`src/rtl/alu_issue_arbiter_pkg.sv`:
```
// Shared types and constants for the ALU issue arbiter.
// Config macro: ALU_ARB_RR_EN (round-robin on conflict; fixed priority when undefined).
package alu_issue_arbiter_pkg;

  localparam int DATA_W = 32;
  localparam int CTRL_W = 6;

  typedef enum logic [1:0] {
    BLK_ARITH     = 2'b00,
    BLK_SUB_SHIFT = 2'b01,
    BLK_BRANCH    = 2'b10,
    BLK_PASS      = 2'b11
  } alu_block_e;

  localparam logic REQ_EXEC   = 1'b0;
  localparam logic REQ_BRANCH = 1'b1;

  function automatic alu_block_e ctrl_block(input logic [CTRL_W-1:0] ctrl);
    return alu_block_e'(ctrl[4:3]);
  endfunction

endpackage

```
`src/rtl/alu_issue_arbiter_if.sv`:
```
// Request, ALU and response signal bundle for the ALU issue arbiter.
// Config macro: ALU_ARB_RR_EN (affects arbitration only, not this bundle).
interface alu_issue_arbiter_if;
  import alu_issue_arbiter_pkg::*;

  logic              req0_valid;
  logic              req0_ready;
  logic [CTRL_W-1:0] req0_ctrl;
  logic [DATA_W-1:0] req0_a;
  logic [DATA_W-1:0] req0_b;

  logic              req1_valid;
  logic              req1_ready;
  logic [CTRL_W-1:0] req1_ctrl;
  logic [DATA_W-1:0] req1_a;
  logic [DATA_W-1:0] req1_b;

  logic [CTRL_W-1:0] alu_control;
  logic [DATA_W-1:0] alu_operand_a;
  logic [DATA_W-1:0] alu_operand_b;
  logic [DATA_W-1:0] alu_result;
  logic              alu_branch;

  logic              rsp_valid;
  logic              rsp_ready;
  logic              rsp_id;
  logic [DATA_W-1:0] rsp_result;
  logic              rsp_branch;

  // Arbiter side
  modport slave (
    input  req0_valid, req0_ctrl, req0_a, req0_b,
    input  req1_valid, req1_ctrl, req1_a, req1_b,
    output req0_ready, req1_ready,
    output alu_control, alu_operand_a, alu_operand_b,
    input  alu_result, alu_branch,
    output rsp_valid, rsp_id, rsp_result, rsp_branch,
    input  rsp_ready
  );

  // Requester / ALU / consumer side
  modport master (
    output req0_valid, req0_ctrl, req0_a, req0_b,
    output req1_valid, req1_ctrl, req1_a, req1_b,
    input  req0_ready, req1_ready,
    input  alu_control, alu_operand_a, alu_operand_b,
    output alu_result, alu_branch,
    input  rsp_valid, rsp_id, rsp_result, rsp_branch,
    output rsp_ready
  );

endinterface

```
`src/rtl/alu_issue_arbiter_rr2.sv`:
```
// Two-input grant logic for the ALU issue arbiter (module alu_arb_rr2).
// Config macro: ALU_ARB_RR_EN selects round-robin with rr_ptr; otherwise port 0 wins.
module alu_arb_rr2 (
`ifdef ALU_ARB_RR_EN
  input  logic clock,
  input  logic reset,
`endif
  input  logic en,
  input  logic req0,
  input  logic req1,
  output logic gnt0,
  output logic gnt1
);

`ifdef ALU_ARB_RR_EN
  logic rr_ptr;

  // rr_ptr names the port preferred on the next conflict
  always_comb begin
    gnt0 = en && req0 && (!req1 || !rr_ptr);
    gnt1 = en && req1 && (!req0 ||  rr_ptr);
  end

  always_ff @(posedge clock) begin
    if (reset) begin
      rr_ptr <= 1'b0;
    end else if (gnt0) begin
      rr_ptr <= 1'b1;
    end else if (gnt1) begin
      rr_ptr <= 1'b0;
    end
  end
`else
  always_comb begin
    gnt0 = en && req0;
    gnt1 = en && req1 && !req0;
  end
`endif

endmodule

```
`src/rtl/alu_issue_arbiter.sv`:
```
// Two-requester issue arbiter for the shared ALU: grant -> S1 issue reg -> S2 response reg.
// Config macro: ALU_ARB_RR_EN (round-robin on conflict; fixed priority when undefined).
module alu_issue_arbiter
  import alu_issue_arbiter_pkg::*;
(
  input  logic               clock,
  input  logic               reset,
  alu_issue_arbiter_if.slave bus
);

  logic              s1_valid;
  logic              s1_id;
  logic [CTRL_W-1:0] s1_ctrl;
  logic [DATA_W-1:0] s1_a;
  logic [DATA_W-1:0] s1_b;

  logic              s2_valid;
  logic              s2_id;
  logic [DATA_W-1:0] s2_result;
  logic              s2_branch;

  logic s1_free;
  logic s2_free;
  logic gnt0;
  logic gnt1;

  assign s2_free = !s2_valid || bus.rsp_ready;
  assign s1_free = !s1_valid || s2_free;

  // Grants are suppressed during reset so no handshake can be lost to the clear
  alu_arb_rr2 u_arb (
`ifdef ALU_ARB_RR_EN
    .clock (clock),
    .reset (reset),
`endif
    .en    (s1_free && !reset),
    .req0  (bus.req0_valid),
    .req1  (bus.req1_valid),
    .gnt0  (gnt0),
    .gnt1  (gnt1)
  );

  assign bus.req0_ready = gnt0;
  assign bus.req1_ready = gnt1;

  always_ff @(posedge clock) begin
    if (reset) begin
      s1_valid <= 1'b0;
      s1_id    <= REQ_EXEC;
      s1_ctrl  <= '0;
      s1_a     <= '0;
      s1_b     <= '0;
    end else if (s1_free) begin
      s1_valid <= gnt0 || gnt1;
      if (gnt1) begin
        s1_id   <= REQ_BRANCH;
        s1_ctrl <= bus.req1_ctrl;
        s1_a    <= bus.req1_a;
        s1_b    <= bus.req1_b;
      end else if (gnt0) begin
        s1_id   <= REQ_EXEC;
        s1_ctrl <= bus.req0_ctrl;
        s1_a    <= bus.req0_a;
        s1_b    <= bus.req0_b;
      end
    end
  end

  assign bus.alu_control   = s1_valid ? s1_ctrl : '0;
  assign bus.alu_operand_a = s1_valid ? s1_a    : '0;
  assign bus.alu_operand_b = s1_valid ? s1_b    : '0;

  // Response data only moves when S2 drains, keeping rsp_* stable under backpressure
  always_ff @(posedge clock) begin
    if (reset) begin
      s2_valid  <= 1'b0;
      s2_id     <= REQ_EXEC;
      s2_result <= '0;
      s2_branch <= 1'b0;
    end else if (s2_free) begin
      s2_valid <= s1_valid;
      if (s1_valid) begin
        s2_id     <= s1_id;
        s2_result <= bus.alu_result;
        s2_branch <= bus.alu_branch;
      end
    end
  end

  assign bus.rsp_valid  = s2_valid;
  assign bus.rsp_id     = s2_id;
  assign bus.rsp_result = s2_result;
  assign bus.rsp_branch = s2_branch;

endmodule
```
`src/flat_wrapper.sv`:
```
// flat-port wrapper written by rule: the top's interface ports become plain ports
module alu_issue_arbiter_flat import alu_issue_arbiter_pkg::*;
  (clock, reset, bus_req0_valid, bus_req0_ctrl, bus_req0_a, bus_req0_b, bus_req1_valid, bus_req1_ctrl, bus_req1_a, bus_req1_b, bus_req0_ready, bus_req1_ready, bus_alu_control, bus_alu_operand_a, bus_alu_operand_b, bus_alu_result, bus_alu_branch, bus_rsp_valid, bus_rsp_id, bus_rsp_result, bus_rsp_branch, bus_rsp_ready);
  alu_issue_arbiter_if bus_i ();
  input  logic clock;
  input  logic reset;
  input wire logic [$bits(bus_i.req0_valid)-1:0] bus_req0_valid;
  input wire logic [$bits(bus_i.req0_ctrl)-1:0] bus_req0_ctrl;
  input wire logic [$bits(bus_i.req0_a)-1:0] bus_req0_a;
  input wire logic [$bits(bus_i.req0_b)-1:0] bus_req0_b;
  input wire logic [$bits(bus_i.req1_valid)-1:0] bus_req1_valid;
  input wire logic [$bits(bus_i.req1_ctrl)-1:0] bus_req1_ctrl;
  input wire logic [$bits(bus_i.req1_a)-1:0] bus_req1_a;
  input wire logic [$bits(bus_i.req1_b)-1:0] bus_req1_b;
  output wire logic [$bits(bus_i.req0_ready)-1:0] bus_req0_ready;
  output wire logic [$bits(bus_i.req1_ready)-1:0] bus_req1_ready;
  output wire logic [$bits(bus_i.alu_control)-1:0] bus_alu_control;
  output wire logic [$bits(bus_i.alu_operand_a)-1:0] bus_alu_operand_a;
  output wire logic [$bits(bus_i.alu_operand_b)-1:0] bus_alu_operand_b;
  input wire logic [$bits(bus_i.alu_result)-1:0] bus_alu_result;
  input wire logic [$bits(bus_i.alu_branch)-1:0] bus_alu_branch;
  output wire logic [$bits(bus_i.rsp_valid)-1:0] bus_rsp_valid;
  output wire logic [$bits(bus_i.rsp_id)-1:0] bus_rsp_id;
  output wire logic [$bits(bus_i.rsp_result)-1:0] bus_rsp_result;
  output wire logic [$bits(bus_i.rsp_branch)-1:0] bus_rsp_branch;
  input wire logic [$bits(bus_i.rsp_ready)-1:0] bus_rsp_ready;
  assign bus_i.req0_valid = bus_req0_valid;
  assign bus_i.req0_ctrl = bus_req0_ctrl;
  assign bus_i.req0_a = bus_req0_a;
  assign bus_i.req0_b = bus_req0_b;
  assign bus_i.req1_valid = bus_req1_valid;
  assign bus_i.req1_ctrl = bus_req1_ctrl;
  assign bus_i.req1_a = bus_req1_a;
  assign bus_i.req1_b = bus_req1_b;
  assign bus_req0_ready = bus_i.req0_ready;
  assign bus_req1_ready = bus_i.req1_ready;
  assign bus_alu_control = bus_i.alu_control;
  assign bus_alu_operand_a = bus_i.alu_operand_a;
  assign bus_alu_operand_b = bus_i.alu_operand_b;
  assign bus_i.alu_result = bus_alu_result;
  assign bus_i.alu_branch = bus_alu_branch;
  assign bus_rsp_valid = bus_i.rsp_valid;
  assign bus_rsp_id = bus_i.rsp_id;
  assign bus_rsp_result = bus_i.rsp_result;
  assign bus_rsp_branch = bus_i.rsp_branch;
  assign bus_i.rsp_ready = bus_rsp_ready;
  alu_issue_arbiter u_core (.clock(clock), .reset(reset), .bus(bus_i));
endmodule
```
`config.mk`:
```
export PLATFORM = sky130hd
export DESIGN_NAME = alu_issue_arbiter_flat
export DESIGN_NICKNAME = d
export VERILOG_FILES = /design/src/rtl/alu_issue_arbiter_pkg.sv /design/src/rtl/alu_issue_arbiter_if.sv /design/src/rtl/alu_issue_arbiter_rr2.sv /design/src/rtl/alu_issue_arbiter.sv /design/src/flat_wrapper.sv
export SDC_FILE = /design/constraint.sdc
export NUM_CORES = 1
export LEC_CHECK = 0
export CORE_MARGIN = 1
export CORE_UTILIZATION = 25
export CTS_CLUSTER_SIZE = 30
export DETAILED_ROUTE_END_ITERATION = 8
export PLACE_DENSITY = 0.62
export SYNTH_ARGS = -nofsm -noshare
export SYNTH_HDL_FRONTEND = slang
export SYNTH_SLANG_ARGS = --single-unit
```
`constraint.sdc`:
```
create_clock -name clock -period 1.55 [get_ports clock]
set_input_delay 0.3875 -clock clock [delete_from_list [all_inputs] [get_ports clock]]
set_output_delay 0.3875 -clock clock [all_outputs]
set_load 0.02 [all_outputs]
```
==> key figures, run 1 <==
STA
  • FMAX: 0.562 GHz
  • Worst-Margin Slew: 0.839 ns
  • Final min period: 1.78 ns
  • Slew headroom: 0.441
  • Max Clock Skew: 0.00914 ns
  • Hold_ws: 0.472 ns
  • Final setup fails: 131
  • Final hold violation count: 0
  • Fin. max-slew vios: 0
  • Unrepaired setup endpoints after global routing: yes
  • Fin worst setup slack: -0.230 ns
  • Final period util: 1.15

Clock network
  • Clock Sink Count: 107
  • CTS max path bufs: 2
  • CTS tree: built
  • Root buffer cell: clkbuf_16
  • Inserted Clock Buffers: 9
  • Reg clk slew, reported paths: 0.08 ns
  • H-tree depth: 3
  • Clk Latency, worst-skew pair: 0.35 ns
  • Post-CTS Hold Buffers: 0

Synth
  • Synth Net Count: 746
  • #FFs+latches synth: 107
  • Netlist cell types: 23
  • Synthesized area: 5660 sq um
  • Seq/Total Area, Yosys: 0.379
  • Mapped Cells: 568
  • Ys Warns: 0
  • Avg Inst Size Synth: 9.96 sq um

Routing
  • Detailed Route Iter0 Violations: 211
  • DRC viols: 21
  • Post-route ant nets: 0
  • WL/cell: 17.3 um
  • Via count: 5384
  • Pre-antenna DRT Iters: 6
  • DR vias/cell: 4.69
  • Routed Wire Length: 19900 um

Setup path
  • Critical Path Source Type: flip-flop
  • Crit path max fanout: 8
  • Crit path cell chain: clkinv_8 > bufbuf_16 > nor2_2 > buf_6
  • Critical R2R Launch: u_core.s1_valid$_SDFFE_PP0P_
  • Worst Setup End Kind: output port
  • Critical path class: reg2out
  • Reg2reg end: u_core.s1_a[9]$_SDFFE_PP0P_
  • WP data required: 1.16 ns
  • R2r worst-path depth: 8
  • Worst EP arrival: 1.39 ns
  • Max incr delay on CP: 0.40 ns
  • Crit-path slowest cell: dfxtp_4
  • Flop2flop setup slack: -0.12 ns

Die
  • Rows: 54
  • I/O pins: 285
  • Initial Util: 0.257
  • Die Ht: 152 um
  • Die width: 152 um
  • Die area: 23200 sq um
  • Core area: 22000 sq um

Power
  • Lkg Pwr: 3.75 nW
  • Combinational power share: 0.283
  • Pwr/cell area: 712 nW/um^2
  • Clock power share: 0.308
  • P_int: 5.12 mW
  • Net Sw Frac: 0.294
  • Worst IR Drop VDD: 0.463 mV
  • Switching power: 2.13 mW
  • Sequential power share: 0.409

Hold path
  • Hold path cells: 2
  • Hold EP: u_core.bus.rsp_result[10]$_SDFFE_PP0P_
  • Hold WC Path Type: reg2reg
  • Min-delay src: u_core.bus.rsp_result[10]$_SDFFE_PP0P_

Cells and area
  • P&R area growth vs syn: 79.8%
  • Fill cells: 2108
  • Final Net Count: 1041
  • Ant diodes: 0
  • Share of layout cells above drive strength 1: 0.419

Place
  • Gpl congestion: 0.720
  • IO buf count: 284
  • Final HPWL DP: 13000 um
  • Setup WS pre-CTS: -0.829 ns

Run
  • Maxcap violations: 0

Global routing
  • Largest net degree at the start of global routing: 64
  • Initial antenna violation count: 0
  • Number of global-route vias before repair: 5319
  • GRT Total Usage: 0.164
  • First-pass GRT wire length: 29800 um
  • Total gr overflow: 0

Status
  • Failing checks: DRC, setup timing
  • Outcome: complete, but fails checks
==> how the worst max path moves through the flow <==
| stage | slack [ns] | endpoint | from | cells past startpoint |
|---|---|---|---|---|
| 5_1_grt | -0.28 | bus_alu_operand_a[14] | u_core.s1_valid$_SDFFE_PP0P_ | 5 |
| 4_1_cts | -0.26 | bus_alu_operand_a[3] | u_core.s1_valid$_SDFFE_PP0P_ | 5 |
| 2_1_floorplan | -0.002 | bus_req1_ready | u_core.bus.rsp_valid$_SDFFE_PP0P_ | 4 |
| 3_3_place_gp | -0.79 | u_core.s1_ctrl[0]$_SDFFE_PP0P_ | bus_rsp_ready | 7 |
| 3_5_place_dp | -0.83 | u_core.s1_a[19]$_SDFFE_PP0P_ | bus_rsp_ready | 7 |
| 6_report | -0.23 | bus_alu_operand_b[7] | u_core.s1_valid$_SDFFE_PP0P_ | 4 |
==> through the flow <==
stage               power, mW  utilization  cell area, sq um  TNS, ns  instances
floorplan                3.93            -              5660  -0.0188        568
global placement         4.79        0.401              8840   -81.89       1106
detailed placement       4.80        0.401              8840   -80.94       1106
CTS                      7.14        0.427              9400   -15.58       1133
global route             7.58        0.462             10200   -23.70       1148
finish                   7.25        0.462             10200   -15.74       1148
==> layout make-up <==
type	count	area (sq um)	area share
timing repair buffer	348	3860	0.380
multi-input combinational	324	3250	0.319
tap	280	350	0.0344
inverter	73	289	0.0284
clock inverter	6	48.8	0.00480
sequential	107	2150	0.211
clock buffer	10	229	0.0225
==> critical path: cells and delay by family (launching register included) <==
| kind | cells | cell delay, ns |
|---|---|---|
| buf+inv | 3 | 0.52 |
| flops | 1 | 0.40 |
| simple gates | 1 | 0.12 |
==> state kept, by name (all words and copies together), names as in the netlist <==
signal                 cells
u_core.bus.rsp_branch      1
u_core.bus.rsp_id          1
u_core.bus.rsp_result     32
u_core.bus.rsp_valid       1
u_core.s1_a               32
u_core.s1_b               32
u_core.s1_ctrl             6
u_core.s1_id               1
u_core.s1_valid            1
==> routing by layer <==
layer	vias up	GRT usage	part of all wire
met5	-	0	0
li1	2646	-	-
met3	18	0.0341	0.058
met4	0	0.0611	0.018
met1	2548	0.200	0.43
met2	172	0.282	0.50
==> cells in the mapped netlist (all sizes together) <==
cell	instances	area share
nor2	72	0.048
dfxtp	107	0.38
inv	73	0.048
o22ai	70	0.15
buf	35	0.052
nand3	34	0.030
a21oi	37	0.033
nand2	1	0.00066
nand2b	2	0.0022
a211oi	1	0.0013
o211ai	1	0.0038
a221oi	70	0.18
clkbuf	29	0.030
o21ai	34	0.030
nand3b	1	0.0035
and2b	1	0.0013
==> cell usage in the layout (no fill, tap or decap), types with 7 or more instances in the layout <==
master,Yosys,final
clkdlybuf4s50_1,0,174
dfxtp_1,107,105
inv_1,72,71
o22ai_2,69,69
buf_6,1,69
a221oi_2,69,68
nor2_4,0,55
a21oi_1,37,37
dlygate4sd2_1,0,36
nand3_1,34,34
o21ai_0,34,34
buf_4,2,34
clkbuf_16,0,19
buf_12,7,14
nor2_2,0,10
nor2_1,72,7
==> power by group through the flow <==
stage                     Combinational [mW]  Clock [mW]  Sequential, mW
final                                   2.05        2.23            2.97
after global placement                  1.76           0            3.03
after floorplan                        0.858           0            3.07
after global routing                    2.18        2.42            2.99
after detailed placement                1.77           0            3.03
after CTS                               1.86        2.31            2.97
==> what timing repair did <==
action | 4_1_cts | 5_1_grt
gates resized for setup | 478 | 127
buffers inserted | 6 | 5
hold endpoints to repair | 0 | 0
pin swaps | 2 | 85
gates cloned | 5 | 11
endpoints found under the setup margin | 179 | 122
==> cells by family after synthesis <==
kind of cell           Yosys count  share of synthesized area
AND/OR/NAND/NOR                111                     0.0856
buffers and inverters          137                      0.130
AO/OA/AOI/OAI                  213                      0.406
flip-flops                     107                      0.379
Note: power is estimated with default switching activity, not from simulation.
==> run 2: changes to the inputs <==
==> constraint.sdc (replaced) <==
create_clock -name clock -period 2.3 [get_ports clock]
set_input_delay 0.575 -clock clock [delete_from_list [all_inputs] [get_ports clock]]
set_output_delay 0.575 -clock clock [all_outputs]
set_load 0.02 [all_outputs]
==> run 2 against run 1 <==
The run ends with DRC left. Core utilization is 6.1 points lower. Sequential share of layout area is 3.1 points higher. Power is 36% lower. Critical path type is now in2out. Global-route usage is 0.86 points lower. Non-clock buffer count is 42 lower. Combinational power is 45% lower.
==> key figures, run 2 (synthesized netlist as in run 1, its figures left out) <==
Status
  • Outcome: complete, but fails checks
  • Failing checks: DRC

Cells and area
  • P&R area growth vs syn: 56.2%
  • Most common cell after layout, fill and taps aside: clkdlybuf4s50_1
  • Final Net Count: 999 (-4.0%)
  • Most frequent cells in the layout: 211 x clkdlybuf4s50_1, 107 x dfxtp_1, 72 x nor2_1, 71 x inv_1
  • Multi-input logic area: 2790 sq um (-14%)
  • Fill cells: 2213 (+5.0%)
  • Reg area: 2140 sq um (-0.23%)
  • Ant diodes: 0 (unchanged)
  • Share of layout cells above drive strength 1: 0.224 (-0.195)

Setup path
  • Worst Setup End Kind: output port
  • Crit path max fanout: 3 (-5)
  • Critical R2R Launch: u_core.s1_valid$_SDFFE_PP0P_
  • Worst EP arrival: 1.64 ns (+0.25 ns)
  • Critical Path Source Type: input pin
  • Critical path startpoint: bus_rsp_ready
  • WP data required: 1.73 ns (+0.57 ns)
  • Critical path class: in2out

Hold path
  • Hold WC Path Type: reg2reg
  • Min-delay src: u_core.s1_a[19]$_SDFFE_PP0P_

Die
  • Die width: 152 um (unchanged)
  • Core area: 22000 sq um (unchanged)
  • Initial Util: 0.257 (unchanged)
  • Rows: 54 (unchanged)
  • Die area: 23200 sq um (unchanged)
  • Die Ht: 152 um (unchanged)
  • I/O pins: 285 (unchanged)

Power
  • Worst IR Drop VDD: 0.325 mV (-30%)
  • Lkg Pwr: 3.30 nW (-12%)
  • Pwr/cell area: 526 nW/um^2 (-26%)

Global routing
  • GRT Total Usage: 0.155 (-0.00859)
  • Total gr overflow: 0 (unchanged)
  • First-pass GRT wire length: 28600 um (-4.1%)
  • Initial antenna violation count: 0 (unchanged)
  • Largest net degree at the start of global routing: 108 (+69%)
  • Number of global-route vias before repair: 5016 (-5.7%)

STA
  • FMAX: 0.451 GHz
  • Worst-Margin Slew: 0.723 ns (-0.116 ns)
  • Max Clock Skew: 0.00551 ns (-0.00363 ns)
  • Hold_ws: 0.470 ns (-0.00296 ns)
  • Slew headroom: 0.518 (+0.0774)
  • Final min period: 2.22 ns
  • Final hold violation count: 0 (unchanged)
  • Final setup fails: 0 (-100%)
  • Fin worst setup slack: 0.0833 ns (+0.313 ns)
  • Final period util: 0.964
  • Fin. max-slew vios: 0 (unchanged)
  • Unrepaired setup endpoints after global routing: no
  • Setup tns final: 0 ns (+15.74 ns)

Routing
  • DR vias/cell: 4.67 (-0.46%)
  • Via count: 5163 (-4.1%)
  • Detailed Route Iter0 Violations: 317 (+50%)
  • WL/cell: 16.5 um (-4.8%)
  • Post-route ant nets: 0 (unchanged)
  • DRC viols: 21 (unchanged)
  • Pre-antenna DRT Iters: 7 (+1)
  • Routed Wire Length: 18200 um (-8.3%)

Clock network
  • Inserted Clock Buffers: 9 (unchanged)
  • CTS tree: built
  • H-tree depth: 3 (unchanged)
  • CTS max path bufs: 2 (unchanged)
  • Root buffer cell: clkbuf_16
  • Clock Sink Count: 107 (unchanged)
  • Clk Latency, worst-skew pair: 0.35 ns (about the same)
  • Reg clk slew, reported paths: 0.07 ns (about the same)
  • Setup Buffers After CTS: 0 (-6)

Run
  • Maxcap violations: 0 (unchanged)

Place
  • Setup WS pre-CTS: -0.393 ns (+0.436 ns)
  • Final HPWL DP: 12400 um (-4.8%)
  • Gpl congestion: 0.725 (+0.68%)
  • IO buf count: 284 (unchanged)
[run 2: cell type report]
cell class	instances	area share
tap	280	0.0396
clock buffer	9	0.0255
inverter	73	0.0314
multi-input combinational	324	0.316
timing repair buffer	306	0.339
sequential	107	0.242
clock inverter	7	0.00679
[run 2: final timing paths]
check                            endpoint  slack, ns  depth (start not counted)
max reg2reg   u_core.s1_b[4]$_SDFFE_PP0P_       0.62                          5
max                        bus_req0_ready       0.08                          5
min          u_core.s1_a[19]$_SDFFE_PP0P_       0.47                          2
min reg2reg  u_core.s1_a[19]$_SDFFE_PP0P_       0.47                          2
[run 2: what timing repair did]
item                       4_1_cts  5_1_grt
gates resized for setup         78        6
hold buffers                     0        0
setup endpoints to repair       72        5
[run 2: metal layers]
layer  up-vias  track usage  share of wire
li1       2552            -              -
met1      2413        0.195           0.43
met2       181        0.259           0.48
met3        17       0.0333          0.069
met4         0       0.0582          0.019
met5         -            0              0
[run 2: through the flow]
stage / util / cell area (sq um) / cells / power, mW
floorplan: - / 5660 / 568 / 2.65
global placement: 0.393 / 8650 / 1090 / 3.19
detailed placement: 0.393 / 8650 / 1090 / 3.20
CTS: 0.401 / 8840 / 1106 / 4.74
global route: 0.401 / 8840 / 1106 / 4.90
finish: 0.401 / 8840 / 1106 / 4.65
[run 2: power breakdown]
part | internal [mW] | switching [mW]
clock | 0.756 | 0.780
sequential | 1.97 | 0.0325
combinational | 0.588 | 0.529
[run 2: worst max-delay path: stages]
cell and delay [ns]:
clkdlybuf4s50_1 0.48, nand3b_4 0.14, nand2_1 0.11, nor2_1 0.14, buf_2 0.19
==> run 3: changes to the inputs <==
--- a/config.mk
+++ b/config.mk
@@ -9,7 +9,6 @@
 export CORE_UTILIZATION = 25
 export CTS_CLUSTER_SIZE = 30
 export DETAILED_ROUTE_END_ITERATION = 8
-export PLACE_DENSITY = 0.62
 export SYNTH_ARGS = -nofsm -noshare
 export SYNTH_HDL_FRONTEND = slang
 export SYNTH_SLANG_ARGS = --single-unit
==> run 3 against run 2 <==
The flow still finishes with violations (DRC). Global-route usage rose by 0.38 points. Cell area rose by 0.62%. Clock skew rose by 0.0028 ns. Sequential share of layout area fell by 0.15 points. Maximum frequency rose by 1.9%. Highest routed layer unchanged.
==> key figures, run 3 (synthesized netlist as in run 1, its figures left out) <==
Setup path
  • Worst Setup End Kind: output port
  • Max incr delay on CP: 0.36 ns (-0.12 ns)
  • Critical Path Source Type: flip-flop
  • Top delay family on crit path: buffers and inverters
  • Critical path class: reg2out
  • Crit path max fanout: 71 (+68)
  • Worst Path Buf+Inv: 3 (+1)
  • Worst EP arrival: 1.60 ns (-0.04 ns)
  • Crit-path slowest cell: dlygate4sd2_1
  • Crit path cell chain: clkinv_2 > buf_12 > nor2_1 > dlygate4sd2_1
  • WP data required: 1.73 ns (about the same)

Routing
  • WL/cell: 17.0 um (+3.0%)
  • DR vias/cell: 4.70 (+0.78%)
  • Routed Wire Length: 18700 um (+2.8%)
  • Via count: 5194 (+0.60%)
  • Pre-antenna DRT Iters: 7 (unchanged)
  • Post-route ant nets: 0 (unchanged)
  • Detailed Route Iter0 Violations: 240 (-24%)
  • DRC viols: 23 (+9.5%)

Hold path
  • Hold WC Path Type: reg2reg

Cells and area
  • Share of layout cells above drive strength 1: 0.223 (-0.000670)
  • Most frequent cells in the layout: 211 x clkdlybuf4s50_1, 107 x dfxtp_1, 72 x nor2_1, 71 x inv_1
  • P&R area growth vs syn: 57.2%
  • Final Net Count: 997 (-0.20%)
  • Ant diodes: 0 (unchanged)
  • Final Cell Area: 8900 sq um (+0.62%)
  • Most common cell after layout, fill and taps aside: clkdlybuf4s50_1

Power
  • Design Power: 4.88 mW (+4.9%)
  • Lkg Pwr: 3.34 nW (+1.1%)
  • Worst IR Drop VDD: 0.310 mV (-4.4%)
  • Pwr/cell area: 548 nW/um^2 (+4.3%)

Run
  • Maxcap violations: 0 (unchanged)

Clock network
  • Reg clk slew, reported paths: 0.07 ns (about the same)
  • Clock Sink Count: 107 (unchanged)
  • Inserted Clock Buffers: 9 (unchanged)
  • H-tree depth: 3 (unchanged)
  • CTS max path bufs: 2 (unchanged)
  • Root buffer cell: clkbuf_16
  • Clk Latency, worst-skew pair: 0.35 ns (about the same)
  • CTS tree: built
  • Setup Buffers After CTS: 0 (unchanged)

Global routing
  • Number of global-route vias before repair: 5155 (+2.8%)
  • Met2 GRT Util: 0.269 (+0.00987)
  • First-pass GRT wire length: 29200 um (+2.0%)
  • GR peak layer: met2
  • Total gr overflow: 0 (unchanged)
  • Met1 Use GR: 0.196 (+0.000984)
  • Met3 Use GR: 0.0498 (+0.0165)
  • Initial antenna violation count: 0 (unchanged)
  • Largest net degree at the start of global routing: 108 (unchanged)
  • GRT Total Usage: 0.159 (+0.00384)

Place
  • Setup WS pre-CTS: -0.293 ns (+0.100 ns)
  • IO buf count: 284 (unchanged)
  • Gpl congestion: 0.727 (+0.29%)
  • Final HPWL DP: 12500 um (+1.2%)
  • DP Area: 8660 sq um (about the same)

STA
  • Worst-Margin Slew: 0.720 ns (-0.00281 ns)
  • Fin worst setup slack: 0.125 ns (+0.0419 ns)
  • Fin. max-slew vios: 0 (unchanged)
  • Final min period: 2.17 ns (-0.0419 ns)
  • Final setup fails: 0 (unchanged)
  • Unrepaired setup endpoints after global routing: no
  • Slew headroom: 0.520 (+0.00187)
  • Final period util: 0.946 (-0.0182)
  • Final hold violation count: 0 (unchanged)
  • Max Clock Skew: 0.00831 ns (+0.00280 ns)
  • FMAX: 0.460 GHz (+1.9%)

Status
  • Failing checks: DRC
  • Outcome: complete, but fails checks

Die
  • Core area: 22000 sq um (unchanged)
  • Die width: 152 um (unchanged)
  • I/O pins: 285 (unchanged)
  • Die Ht: 152 um (unchanged)
  • Rows: 54 (unchanged)
  • Die area: 23200 sq um (unchanged)
  • Initial Util: 0.257 (unchanged)
run 3: layout make-up:
| type | count | area, sq um |
|---|---|---|
| clock inverters | 6 | 95.1 |
| fillers | 2226 | 13100 |
| clock buffers | 10 | 239 |
| well taps | 280 | 350 |
| flip-flops and latches | 107 | 2140 |
| repair buffers | 304 | 3000 |
| inverters | 73 | 278 |
| multi-input cells | 324 | 2790 |
run 3: worst register-to-register path, cell delays in order (launching register included):
cell,delay [ns]
dfxtp_1,0.35
buf_4,0.14
nand3b_4,0.08
buf_4,0.16
buf_12,0.20
a221oi_2,0.48
run 3: timing repair:
item | CTS | global route
setup endpoints to repair | 70 | 2
hold buffers | 0 | 0
resized for setup | 73 | 2
pin swaps | 0 | 0
run 3: final timing paths:
path / depth (start not counted) / slack, ns / endpoint / startpoint
setup / recovery: 4 / 0.13 / bus_alu_operand_a[24] / u_core.s1_valid$_SDFFE_PP0P_
hold / removal: 2 / 0.47 / u_core.s1_a[3]$_SDFFE_PP0P_ / u_core.s1_a[3]$_SDFFE_PP0P_
setup reg to reg: 5 / 0.80 / u_core.s1_a[7]$_SDFFE_PP0P_ / u_core.s1_valid$_SDFFE_PP0P_
hold reg to reg: 2 / 0.47 / u_core.s1_a[3]$_SDFFE_PP0P_ / u_core.s1_a[3]$_SDFFE_PP0P_
run 3: stage by stage:
stage | cells | TNS (ns) | hold slack, ns | util
floorplan | 568 | 0 | 0.451 | -
detailed placement | 1088 | -3.44 | 0.460 | 0.393
CTS | 1104 | 0 | 0.471 | 0.404
global route | 1104 | 0 | 0.479 | 0.404
finish | 1104 | 0 | 0.470 | 0.404
global placement | 1088 | -3.10 | 0.456 | 0.393
run 3: per-layer routing:
layer  wire [um]  up-vias
li1            -     2561
met1        8060     2437
met2        8950      186
met3        1540       10
met4         181        0
met5           0        -
run 3: report_power, final:
group | switching (mW) | leakage [nW] | internal (mW)
Sequential | 0.0333 | 0.879 | 1.97
Combinational | 0.533 | 2.30 | 0.590
Clock | 0.759 | 0.157 | 0.997
Total | 1.33 | 3.34 | 3.55
==> RTL change: new RTL, settings of run 2 <==
The option `ALU_ARB_RR_EN` is turned on by a define.
--- a/src/rtl/alu_issue_arbiter_rr2.sv
+++ b/src/rtl/alu_issue_arbiter_rr2.sv
@@ -1,5 +1,7 @@
 // Two-input grant logic for the ALU issue arbiter (module alu_arb_rr2).
 // Config macro: ALU_ARB_RR_EN selects round-robin with rr_ptr; otherwise port 0 wins.
+`define ALU_ARB_RR_EN
+
 module alu_arb_rr2 (
 `ifdef ALU_ARB_RR_EN
   input  logic clock,
Check against the original RTL: not equivalent (a bounded check fails within 4 cycles, from zero or initial values and one cycle with reset high).
==> RTL change against run 2 <==
Wire length up 0.68%. Area after synthesis shrank 12%. Highest routed layer unchanged. Critical path type unchanged. Combinational power is 13% higher. Largest power group unchanged. Critical path depth fell by 1. Power increased by 5.6%. Design area is 5.7% lower. Die area shrank 12%. Fmax fell by 0.79%. Critical endpoint unchanged. Via count up 3.5%. Sequential power is 7% higher. Worst setup slack worse by 0.018 ns. Sequential cell count increased by 1.
==> RTL change: results (changes against run 2) <==
[sta]
clock_skew_ns=0.01055  ; +0.005045 ns
fin_crit_sh=0.9714  ; +0.007632
slew_headroom=0.4687  ; -0.04939

[detailed_routing]
top_layer=met4
vias=5346  ; +3.5%
drt-pass1-iter-count=6  ; -1
wl_met2_um=8615  ; -1.1%
drt_iter0_markers=263  ; -17%
wl_per_cell_um=16.68  ; +1.3%
routed-wl-met3_um=1531  ; +21%
wl_met1_um=7984  ; +1.3%

[power_and_ir_drop]
switching_share=0.2899  ; +0.001386
peakVddDrop_uv=307.3  ; -5.3%
comb_power_uw=1270  ; +13%
p_switching_uw=1424  ; +6.1%
p_leak_uw=0.003488  ; +5.6%
pg_seq_uw=2140  ; +7%

[clock_tree]
htreeDepth=3  ; unchanged
clock-root-buffer=clkbuf_16
insertion_delay_ns=0.35  ; about the same

[critical_path]
worstPathArrival_ns=1.66  ; +0.02 ns
r2r_end=u_core.bus.rsp_result[28]$_SDFFE_PP0P_
max_stage_delay_ns=0.51  ; +0.03 ns
reg2regPathDepth=6  ; +1
startpoint=bus_req0_valid
reg2reg_setup_slack_ns=0.55  ; -0.07 ns
endpoint=bus_req0_ready

[final_layout]
fillCellCount=1981  ; -10%
fin_nets=1007  ; +0.80%
drive_above_1_share=0.06475  ; -0.1592
final_cell_count_no_fill=1099  ; -0.63%

[yosys]
ys_types=25  ; +8.7%
ys_seq_area_frac=0.4350  ; +0.05654
synthAdderAreaFrac=0  ; unchanged
synth_edf_count=0  ; unchanged
synth_compound_area_frac=0.3061  ; -0.1000
synthTopCellsByArea=dfxtp_1 (44%), o32ai_1 (12%), a22oi_1 (11%), and2_1 (8.8%), nand2_1 (5.4%)
avgSynthCellArea_um2=8.554  ; -14%
synth_common_cells=dfxtp_1 (108), nand2_1 (71), a22oi_1 (70), and2_1 (70), o32ai_1 (70)
synth_warnings=0  ; unchanged
synth_xor_area_frac=0  ; unchanged
async_flop_share=0  ; unchanged
synth_nets=759  ; +1.7%

[global_routing]
grtUsageTotal=0.1776  ; +0.02256
met1_usage=0.2273  ; +0.03185
use_met3=0.04728  ; +0.01401
grt_pass1_vias=5035  ; +0.38%
grt_pass1_wl_um=28090  ; -1.8%
grt_max_degree=71  ; -34%
met2_usage=0.2893  ; +0.03040

[run_status]
run_status=finished, final reports clean

[min_path]
min_path_type=reg2reg

[place]
place.gp.congestion=0.7309  ; +0.77%
dpl.hpwl_um=12120  ; -2.1%
pre_cts_ws_ns=-0.5924  ; -0.1995 ns
place_area_mm2=0.008079  ; -6.6%

==> RTL change: changes by cell type after synthesis, moves of 6 or more <==
| cell | change |
|---|---|
| o22ai_2 | -69 |
| nand2_1 | +70 |
| nor2_1 | -71 |
| o32ai_1 | +70 |
| buf_12 | -7 |
| buf_2 | -23 |
| clkbuf_1 | +34 |
| inv_1 | -71 |
| clkbuf_8 | -6 |
| a22oi_1 | +70 |
| a221oi_2 | -69 |
| and2_1 | +70 |
| buf_6 | +8 |
==> RTL change: what timing repair did <==
action | CTS | global route
setup buffers | 0 | 0
hold buffers | 0 | 0
pin swaps | 0 | 1
resized for setup | 75 | 14
endpoints found under the setup margin | 72 | 13
==> RTL change: area by class of cell <==
cell class,count,area [µm²],area share
Timing Repair Buffer,309,3064,0.3674
Multi-Input combinational cell,398,2487,0.2982
Sequential cell,108,2163,0.2594
Tap cell,265,331.6,0.03975
Clock buffer,10,239.0,0.02865
Clock inverter,6,43.79,0.005251
Inverter,3,11.26,0.001350
==> RTL change: worst min path at each step <==
stage,slack [ns],from,end,depth (start not counted)
final,0.45,u_core.s1_b[23]$_SDFFE_PP0P_,u_core.s1_b[23]$_SDFFE_PP0P_,2
after global routing,0.47,u_core.s1_b[24]$_SDFFE_PP0P_,u_core.s1_b[24]$_SDFFE_PP0P_,2
after CTS,0.46,u_core.s1_a[4]$_SDFFE_PP0P_,u_core.s1_a[4]$_SDFFE_PP0P_,2
after detailed placement,0.44,u_core.s1_b[12]$_SDFFE_PP0P_,u_core.s1_b[12]$_SDFFE_PP0P_,2
after global placement,0.44,u_core.s1_b[28]$_SDFFE_PP0P_,u_core.s1_b[28]$_SDFFE_PP0P_,2
after floorplan,0.43,u_core.s1_a[0]$_SDFFE_PP0P_,u_core.s1_a[0]$_SDFFE_PP0P_,2
